File: src/rtl/xyolo_macc_v2_if.sv
// Control, configuration, operand and result signals of the xyolo MAC functional unit.
interface xyolo_macc_v2_if #(
  parameter int DATA_W  = 16,
  parameter int CNT_W   = 10,
  parameter int SHIFT_W = 5
);
  logic                      run;
  logic                      en;
  logic [CNT_W-1:0]          iterations;
  logic [CNT_W-1:0]          period;
  logic [CNT_W-1:0]          delay;
  logic [SHIFT_W-1:0]        shift;
  logic                      bias;
  logic                      leaky;
  logic                      mode;
  logic signed [DATA_W-1:0]  op_a;
  logic signed [DATA_W-1:0]  op_b;
  logic signed [DATA_W-1:0]  op_c;
  logic signed [DATA_W-1:0]  out_data;
  logic                      out_valid;
  logic                      busy;
  logic                      done;

  modport master (
    output run, en, iterations, period, delay, shift, bias, leaky, mode,
           op_a, op_b, op_c,
    input  out_data, out_valid, busy, done
  );

  modport slave (
    input  run, en, iterations, period, delay, shift, bias, leaky, mode,
           op_a, op_b, op_c,
    output out_data, out_valid, busy, done
  );
endinterface

File: src/rtl/xyolo_macc_v2.sv
// xyolo_macc_v2: 4-stage pipelined multiply-accumulate / maxpool unit with an
// iteration/period sequencer, round-half-up shift, saturation and leaky ReLU.
module xyolo_macc_v2 #(
  parameter int DATA_W  = 16,
  parameter int ACC_W   = 40,
  parameter int CNT_W   = 10,
  parameter int SHIFT_W = 5
) (
  input logic              clk,
  input logic              rst_n,
  xyolo_macc_v2_if.slave   bus
);

  typedef enum logic [2:0] {S_IDLE, S_DELAY, S_RUN, S_DRAIN, S_DONE} state_t;

  localparam logic signed [ACC_W:0] SAT_MAX = {{(ACC_W-DATA_W+2){1'b0}}, {(DATA_W-1){1'b1}}};
  localparam logic signed [ACC_W:0] SAT_MIN = ~SAT_MAX;

  // Round half up, then arithmetic shift; one guard bit keeps the bias add exact.
  function automatic logic signed [ACC_W:0] f_round_shift(input logic signed [ACC_W-1:0] acc,
                                                         input logic [SHIFT_W-1:0] sh);
    logic signed [ACC_W:0] v;
    logic signed [ACC_W:0] half;
    v    = {acc[ACC_W-1], acc};
    half = '0;
    if (sh != '0) half = (ACC_W+1)'(1) << (sh - 1'b1);
    return (v + half) >>> sh;
  endfunction

  function automatic logic signed [DATA_W-1:0] f_sat(input logic signed [ACC_W:0] v);
    if (v > SAT_MAX) return SAT_MAX[DATA_W-1:0];
    if (v < SAT_MIN) return SAT_MIN[DATA_W-1:0];
    return v[DATA_W-1:0];
  endfunction

  function automatic logic signed [DATA_W-1:0] f_leaky(input logic signed [DATA_W-1:0] s,
                                                      input logic lk);
    return (lk && (s < 0)) ? (s >>> 3) : s;
  endfunction

  state_t                    r_state, w_next;
  logic [CNT_W-1:0]          r_iter, r_period, r_delay;
  logic [CNT_W-1:0]          r_k, r_i, r_dcnt;
  logic [SHIFT_W-1:0]        r_shift;
  logic                      r_bias, r_leaky, r_mode;

  logic                      r_vld_p1, r_first_p1, r_last_p1;
  logic signed [DATA_W-1:0]  r_a_p1, r_b_p1, r_c_p1;
  logic                      r_vld_p2, r_first_p2, r_last_p2;
  logic signed [ACC_W-1:0]   r_prod_p2, r_init_p2, r_a_p2;
  logic                      r_vld_p3, r_last_p3;
  logic signed [ACC_W-1:0]   r_acc_p3;
  logic                      r_out_valid;
  logic signed [DATA_W-1:0]  r_out_data;

  logic                      w_k_last, w_i_last, w_take, w_pipe_empty;
  logic signed [2*DATA_W-1:0] w_mul;
  logic signed [ACC_W-1:0]   w_prod, w_c_ext, w_init, w_acc_next;
  logic signed [DATA_W-1:0]  w_post;

  assign w_k_last     = (r_k == r_period - CNT_W'(1));
  assign w_i_last     = (r_i == r_iter - CNT_W'(1));
  assign w_take       = (r_state == S_RUN) && bus.en;
  assign w_pipe_empty = !r_vld_p1 && !r_vld_p2 && !r_vld_p3;

  // Sequencer state register
  always_ff @(posedge clk or negedge rst_n) begin
    if (!rst_n) r_state <= S_IDLE;
    else        r_state <= w_next;
  end

  // Sequencer next state; a zero-length run goes straight to the drain check
  always_comb begin
    w_next = r_state;
    case (r_state)
      S_IDLE:  if (bus.run)
                 w_next = ((bus.iterations == '0) || (bus.period == '0)) ? S_DRAIN : S_DELAY;
      S_DELAY: if (bus.en && (r_dcnt == r_delay)) w_next = S_RUN;
      S_RUN:   if (bus.en && w_k_last && w_i_last) w_next = S_DRAIN;
      S_DRAIN: if (bus.en && w_pipe_empty) w_next = S_DONE;
      S_DONE:  w_next = S_IDLE;
      default: w_next = S_IDLE;
    endcase
  end

  // Configuration latch and delay/sample/window counters
  always_ff @(posedge clk or negedge rst_n) begin
    if (!rst_n) begin
      r_iter <= '0; r_period <= '0; r_delay <= '0; r_shift <= '0;
      r_bias <= 1'b0; r_leaky <= 1'b0; r_mode <= 1'b0;
      r_k <= '0; r_i <= '0; r_dcnt <= '0;
    end else begin
      if ((r_state == S_IDLE) && bus.run) begin
        r_iter  <= bus.iterations; r_period <= bus.period; r_delay <= bus.delay;
        r_shift <= bus.shift; r_bias <= bus.bias; r_leaky <= bus.leaky; r_mode <= bus.mode;
        r_k <= '0; r_i <= '0; r_dcnt <= '0;
      end
      if ((r_state == S_DELAY) && bus.en) r_dcnt <= r_dcnt + CNT_W'(1);
      if (w_take) begin
        if (w_k_last) begin
          r_k <= '0;
          r_i <= r_i + CNT_W'(1);
        end else begin
          r_k <= r_k + CNT_W'(1);
        end
      end
    end
  end

  // ---- stage 1: operand capture with window first/last flags
  always_ff @(posedge clk or negedge rst_n) begin
    if (!rst_n) begin
      r_vld_p1 <= 1'b0; r_first_p1 <= 1'b0; r_last_p1 <= 1'b0;
      r_a_p1 <= '0; r_b_p1 <= '0; r_c_p1 <= '0;
    end else if (bus.en) begin
      r_vld_p1   <= w_take;
      r_first_p1 <= (r_k == '0);
      r_last_p1  <= w_k_last;
      r_a_p1     <= bus.op_a;
      r_b_p1     <= bus.op_b;
      r_c_p1     <= bus.op_c;
    end
  end

  assign w_mul   = (2*DATA_W)'(r_a_p1) * (2*DATA_W)'(r_b_p1);
  assign w_prod  = ACC_W'(w_mul);
  assign w_c_ext = ACC_W'(r_c_p1);
  assign w_init  = r_bias ? (w_c_ext <<< r_shift) : '0;

  // ---- stage 2: product and accumulator seed
  always_ff @(posedge clk or negedge rst_n) begin
    if (!rst_n) begin
      r_vld_p2 <= 1'b0; r_first_p2 <= 1'b0; r_last_p2 <= 1'b0;
      r_prod_p2 <= '0; r_init_p2 <= '0; r_a_p2 <= '0;
    end else if (bus.en) begin
      r_vld_p2   <= r_vld_p1;
      r_first_p2 <= r_first_p1;
      r_last_p2  <= r_last_p1;
      r_prod_p2  <= w_prod;
      r_init_p2  <= w_init;
      r_a_p2     <= ACC_W'(r_a_p1);
    end
  end

  // The first flag restarts the window, so consecutive windows need no bubble.
  always_comb begin
    w_acc_next = r_acc_p3;
    if (r_mode)
      w_acc_next = (r_first_p2 || (r_a_p2 > r_acc_p3)) ? r_a_p2 : r_acc_p3;
    else
      w_acc_next = (r_first_p2 ? r_init_p2 : r_acc_p3) + r_prod_p2;
  end

  // ---- stage 3: accumulate or running maximum
  always_ff @(posedge clk or negedge rst_n) begin
    if (!rst_n) begin
      r_vld_p3 <= 1'b0; r_last_p3 <= 1'b0; r_acc_p3 <= '0;
    end else if (bus.en) begin
      r_vld_p3  <= r_vld_p2;
      r_last_p3 <= r_last_p2;
      if (r_vld_p2) r_acc_p3 <= w_acc_next;
    end
  end

  assign w_post = r_mode ? r_acc_p3[DATA_W-1:0]
                         : f_leaky(f_sat(f_round_shift(r_acc_p3, r_shift)), r_leaky);

  // ---- stage 4: post-processed result at window end
  always_ff @(posedge clk or negedge rst_n) begin
    if (!rst_n) begin
      r_out_valid <= 1'b0; r_out_data <= '0;
    end else if (bus.en) begin
      r_out_valid <= r_vld_p3 && r_last_p3;
      if (r_vld_p3 && r_last_p3) r_out_data <= w_post;
    end
  end

  assign bus.out_data  = r_out_data;
  assign bus.out_valid = r_out_valid;
  assign bus.busy      = (r_state != S_IDLE);
  assign bus.done      = (r_state == S_DONE);

endmodule

File: src/flat_wrapper.sv
// flat-port wrapper written by rule: the top's interface ports become plain ports
module xyolo_macc_v2_flat 
#(
  parameter int DATA_W  = 16,
  parameter int ACC_W   = 40,
  parameter int CNT_W   = 10,
  parameter int SHIFT_W = 5
)
  (clk, rst_n, bus_run, bus_en, bus_iterations, bus_period, bus_delay, bus_shift, bus_bias, bus_leaky, bus_mode, bus_op_a, bus_op_b, bus_op_c, bus_out_data, bus_out_valid, bus_busy, bus_done);
  xyolo_macc_v2_if #(.DATA_W(DATA_W), .CNT_W(CNT_W), .SHIFT_W(SHIFT_W)) bus_i ();
  input logic clk;
  input logic rst_n;
  input wire logic [$bits(bus_i.run)-1:0] bus_run;
  input wire logic [$bits(bus_i.en)-1:0] bus_en;
  input wire logic [$bits(bus_i.iterations)-1:0] bus_iterations;
  input wire logic [$bits(bus_i.period)-1:0] bus_period;
  input wire logic [$bits(bus_i.delay)-1:0] bus_delay;
  input wire logic [$bits(bus_i.shift)-1:0] bus_shift;
  input wire logic [$bits(bus_i.bias)-1:0] bus_bias;
  input wire logic [$bits(bus_i.leaky)-1:0] bus_leaky;
  input wire logic [$bits(bus_i.mode)-1:0] bus_mode;
  input wire logic [$bits(bus_i.op_a)-1:0] bus_op_a;
  input wire logic [$bits(bus_i.op_b)-1:0] bus_op_b;
  input wire logic [$bits(bus_i.op_c)-1:0] bus_op_c;
  output wire logic [$bits(bus_i.out_data)-1:0] bus_out_data;
  output wire logic [$bits(bus_i.out_valid)-1:0] bus_out_valid;
  output wire logic [$bits(bus_i.busy)-1:0] bus_busy;
  output wire logic [$bits(bus_i.done)-1:0] bus_done;
  assign bus_i.run = bus_run;
  assign bus_i.en = bus_en;
  assign bus_i.iterations = bus_iterations;
  assign bus_i.period = bus_period;
  assign bus_i.delay = bus_delay;
  assign bus_i.shift = bus_shift;
  assign bus_i.bias = bus_bias;
  assign bus_i.leaky = bus_leaky;
  assign bus_i.mode = bus_mode;
  assign bus_i.op_a = bus_op_a;
  assign bus_i.op_b = bus_op_b;
  assign bus_i.op_c = bus_op_c;
  assign bus_out_data = bus_i.out_data;
  assign bus_out_valid = bus_i.out_valid;
  assign bus_busy = bus_i.busy;
  assign bus_done = bus_i.done;
  xyolo_macc_v2 #(.DATA_W(DATA_W), .ACC_W(ACC_W), .CNT_W(CNT_W), .SHIFT_W(SHIFT_W)) u_core (.clk(clk), .rst_n(rst_n), .bus(bus_i));
endmodule
File: config.mk
export PLATFORM = sky130hd
export DESIGN_NAME = xyolo_macc_v2_flat
export DESIGN_NICKNAME = d
export VERILOG_FILES = /design/src/rtl/xyolo_macc_v2_if.sv /design/src/rtl/xyolo_macc_v2.sv /design/src/flat_wrapper.sv
export SDC_FILE = /design/constraint.sdc
export NUM_CORES = 2
export LEC_CHECK = 0
export BUFFER_PORTS_ARGS = -buffer_cell sky130_fd_sc_hd__buf_4
export CORE_UTILIZATION = 65
export CTS_CLUSTER_SIZE = 25
export DETAILED_ROUTE_END_ITERATION = 10
export HOLD_SLACK_MARGIN = 0.1
export PLACE_DENSITY = 0.94
export SLEW_MARGIN = 20
export SYNTH_ARGS = -nofsm -noshare
export SYNTH_HDL_FRONTEND = slang
export SYNTH_SLANG_ARGS = --single-unit
File: constraint.sdc
create_clock -name clk -period 14.4 [get_ports clk]
set_input_delay 2.16 -clock clk [delete_from_list [all_inputs] [get_ports clk]]
set_output_delay 2.16 -clock clk [all_outputs]
set_load 0.03 [all_outputs]
==> impl_metrics.ini <==
[run_status]
outcome = completed

[clock_tree]
cts_tree = built
cts_resized = 0
htree_levels = 1
clock_sinks = 272
cts_setup_buffers = 0
cts_root_buf = clkbuf_16
insertion_delay_ns = 0.60
ctsHoldBuffers = 0
numCtsBuffers = 29
clkTransAtPathRegs_ns = 0.06
clock_path_buffers = 3

[synth]
synth_cell_types = 83
ys_ff_latch = 272
syn_avg_cell_area_sq_um = 8.710
synthCells = 3553
syn-cell-area_sq_um = 30950
syn_nets = 4106
synthArstFlopShare_pct = 100.0
synth-edff-count = 0
synth-main-ff-cell = dfrtp_1
yosys_warnings = 0
seq_area_frac_synth_pct = 21.99

[timing]
worstMarginPinSlew_ns = 1.084
fin_crit_ns = 7.813
rsz0062_at_grt = no
fin_setup_tns_ns = 0
fin_crit_sh_pct = 54.26
skew_ns = 0.02393
slew_headroom_pct = 27.50
slew_viol_final = 0
finalSetupViolations = 0
fmax_mhz = 128.0
hold_viol = 0

[global_routing]
antenna_found_initial = 1
grt-ovfl-total = 0
track_usage_pct = 41.14
grt_pass1_vias = 28680
grt_start_max_net_pins = 82
grt_pass1_wl_um = 155000

[die]
ioPinCount = 109
core_sq_um = 46750
rows = 79
die-area_sq_um = 48490
die_y_um = 220.2
initial_utilization_pct = 66.19
fp.dieW_um = 220.2

[critical_path]
cpPeakStageDelay_ns = 0.69
critical_path_required_ns = 14.83
critPathMaxFanout = 18
critPathCaptureType = flip-flop
r2r_start = u_core.r_a_p1[6]
cp_common_cell = fa_1
r2r-end = u_core.r_prod_p2[31]
cp_slowest_cell = a2111oi_0
reg2regPathDepth = 24
worstPathCellList = and2_1 -> fa_1 -> inv_1 -> fa_1 -> inv_1 -> ha_1 -> inv_1 -> fa_1 -> fa_1 -> fa_1 -> inv_1 -> ha_1 -> a2111oi_0 -> nor4_1 -> o31ai_1 -> o211a_1 -> a211oi_1 -> or3_1 -> nand2_1 -> o2111ai_1 -> or3_1 -> a31oi_1 -> xnor2_1 -> a21oi_1
cp-start-kind = flip-flop
worstSetupPathType = reg -> reg
rrSetupSlack_ns = 6.59
cp.arrival_ns = 8.24

[run]
cap_violations = 0

[drt]
post_drt_via_cell_ratio = 6.869
antenna_left = 0
drt-pass1-iter-count = 6
first_iter_violations = 3905
vias = 28550
avgRoutedWirePerCell_um = 23.71
wirelength_um = 98550
drc = 0

[cells_and_area]
most-common-layout-cells = 435 x nand2_1, 393 x inv_1, 266 x dfrtp_1
final_common_cell = nand2_1
area_growth_pct = 6.675
regArea_sq_um = 6814
final_nets = 4079
num-fill-cells = 3124
multiInputGateArea_sq_um = 21950
layout-drive-gt1-share_pct = 10.69

[place]
hpwl_um = 72360
place.gp.congestion = 1.062
port_buffers = 108

[worst_hold_path]
hold-path-endpoint = u_core.r_init_p2[25]
min_from = u_core.r_init_p2[25]
hold_class = reg -> reg
whs_path_depth = 1
worst max-delay path by stage:
stage	from	endpoint	slack, ns	cells after the start
after floorplan	u_core.r_b_p1[9]	u_core.r_prod_p2[31]	7.60	26
after global placement	u_core.r_a_p1[6]	u_core.r_prod_p2[31]	7.20	24
after detailed placement	u_core.r_a_p1[5]	u_core.r_prod_p2[31]	6.88	24
after CTS	u_core.r_a_p1[5]	u_core.r_prod_p2[31]	6.77	24
after global routing	u_core.r_a_p1[5]	u_core.r_prod_p2[31]	6.44	24
final	u_core.r_a_p1[6]	u_core.r_prod_p2[31]	6.59	24
worst max-delay path, delay by kind of cell (launching register included):
family | cells | cell delay, ns
compound gates | 7 | 2.25
xor+xnor | 1 | 0.17
fa+ha+maj | 7 | 2.91
buf+inv | 4 | 0.24
flops | 1 | 0.63
simple gates | 5 | 1.45
cells by family (layout without fill, tap and decap cells):
group	after synthesis	in the layout	synth area share, %
simple gates	1075	1075	16.52
xor+xnor	137	137	3.877
flops	272	272	21.99
fa+ha+maj	463	463	25.12
buf+inv	583	577	7.088
mux	273	273	10.35
other cells	1	3	0.01212
compound gates	749	749	15.02
area by class of cell:
type / count / area share [%]
Tap cell: 607 / 2.301
Sequential cell: 272 / 20.64
Inverter: 395 / 4.491
Multi-Input combinational cell: 2698 / 66.48
Clock buffer: 38 / 2.483
Clock inverter: 14 / 0.5230
Antenna cell: 2 / 0.01516
Timing Repair Buffer: 130 / 3.062
registers in the layout (all words and copies together), names as in the netlist, 3 cells and up:
signal               cells
u_core.bus.out_data     16
u_core.r_a_p1           16
u_core.r_a_p2           16
u_core.r_acc_p3         40
u_core.r_b_p1           16
u_core.r_c_p1           16
u_core.r_dcnt           10
u_core.r_delay          10
u_core.r_i              10
u_core.r_init_p2        40
u_core.r_iter           10
u_core.r_k              10
u_core.r_period         10
u_core.r_prod_p2        32
u_core.r_shift           5
u_core.r_state           3
cell usage after synthesis, drive strengths merged, types with 9 or more instances:
| cell | instances | area share, % |
|---|---|---|
| a211o | 9 | 0.25 |
| a211oi | 30 | 0.73 |
| a21o | 45 | 1.1 |
| a21oi | 200 | 3.2 |
| a31oi | 23 | 0.46 |
| and2 | 115 | 2.3 |
| and3 | 32 | 0.65 |
| buf | 35 | 0.44 |
| clkbuf | 153 | 1.9 |
| dfrtp | 272 | 22 |
| fa | 264 | 17 |
| ha | 199 | 8.0 |
| inv | 395 | 4.8 |
| mux2 | 147 | 5.3 |
| mux2i | 103 | 3.3 |
| mux4 | 23 | 1.7 |
| nand2 | 435 | 5.3 |
| nand2b | 59 | 1.2 |
| nand3 | 59 | 0.95 |
| nand4 | 38 | 0.77 |
| nor2 | 173 | 2.1 |
| nor2b | 31 | 0.63 |
| nor3 | 58 | 0.94 |
| nor4 | 18 | 0.36 |
| o2111ai | 9 | 0.25 |
| o211ai | 26 | 0.65 |
| o21a | 18 | 0.44 |
| o21ai | 233 | 3.8 |
| o21bai | 11 | 0.27 |
| o22ai | 39 | 0.79 |
| o2bb2ai | 9 | 0.25 |
| o31ai | 16 | 0.39 |
| or2 | 11 | 0.22 |
| or3 | 20 | 0.40 |
| xnor2 | 91 | 2.6 |
| xor2 | 46 | 1.3 |
metal layers:
| metal | global-route usage, % | wire length (um) | vias to the layer above |
|---|---|---|---|
| met5 | 0 | 0 | - |
| met2 | 64.28 | 44460 | 2190 |
| li1 | - | - | 12070 |
| met3 | 10.38 | 11290 | 631 |
| met4 | 26.67 | 7540 | 0 |
| met1 | 50.85 | 35260 | 13660 |
through the flow:
stage                     area, sq um  hold slack, ns  std cells  worst slack (ns)  utilization, %
after floorplan                 30950          0.4500       3553             7.602               -
after global placement          31980          0.4720       4101             7.199           68.41
after detailed placement        31980          0.4764       4101             6.876           68.41
after CTS                       32980          0.4806       4153             6.773           70.53
after global routing            33010          0.5038       4154             6.438           70.60
final                           33010          0.4803       4156             6.587           70.61
Power is left out: the tool's default activity adds up to more than one toggle a clock period on the data nets, which glitch-free logic cannot reach.
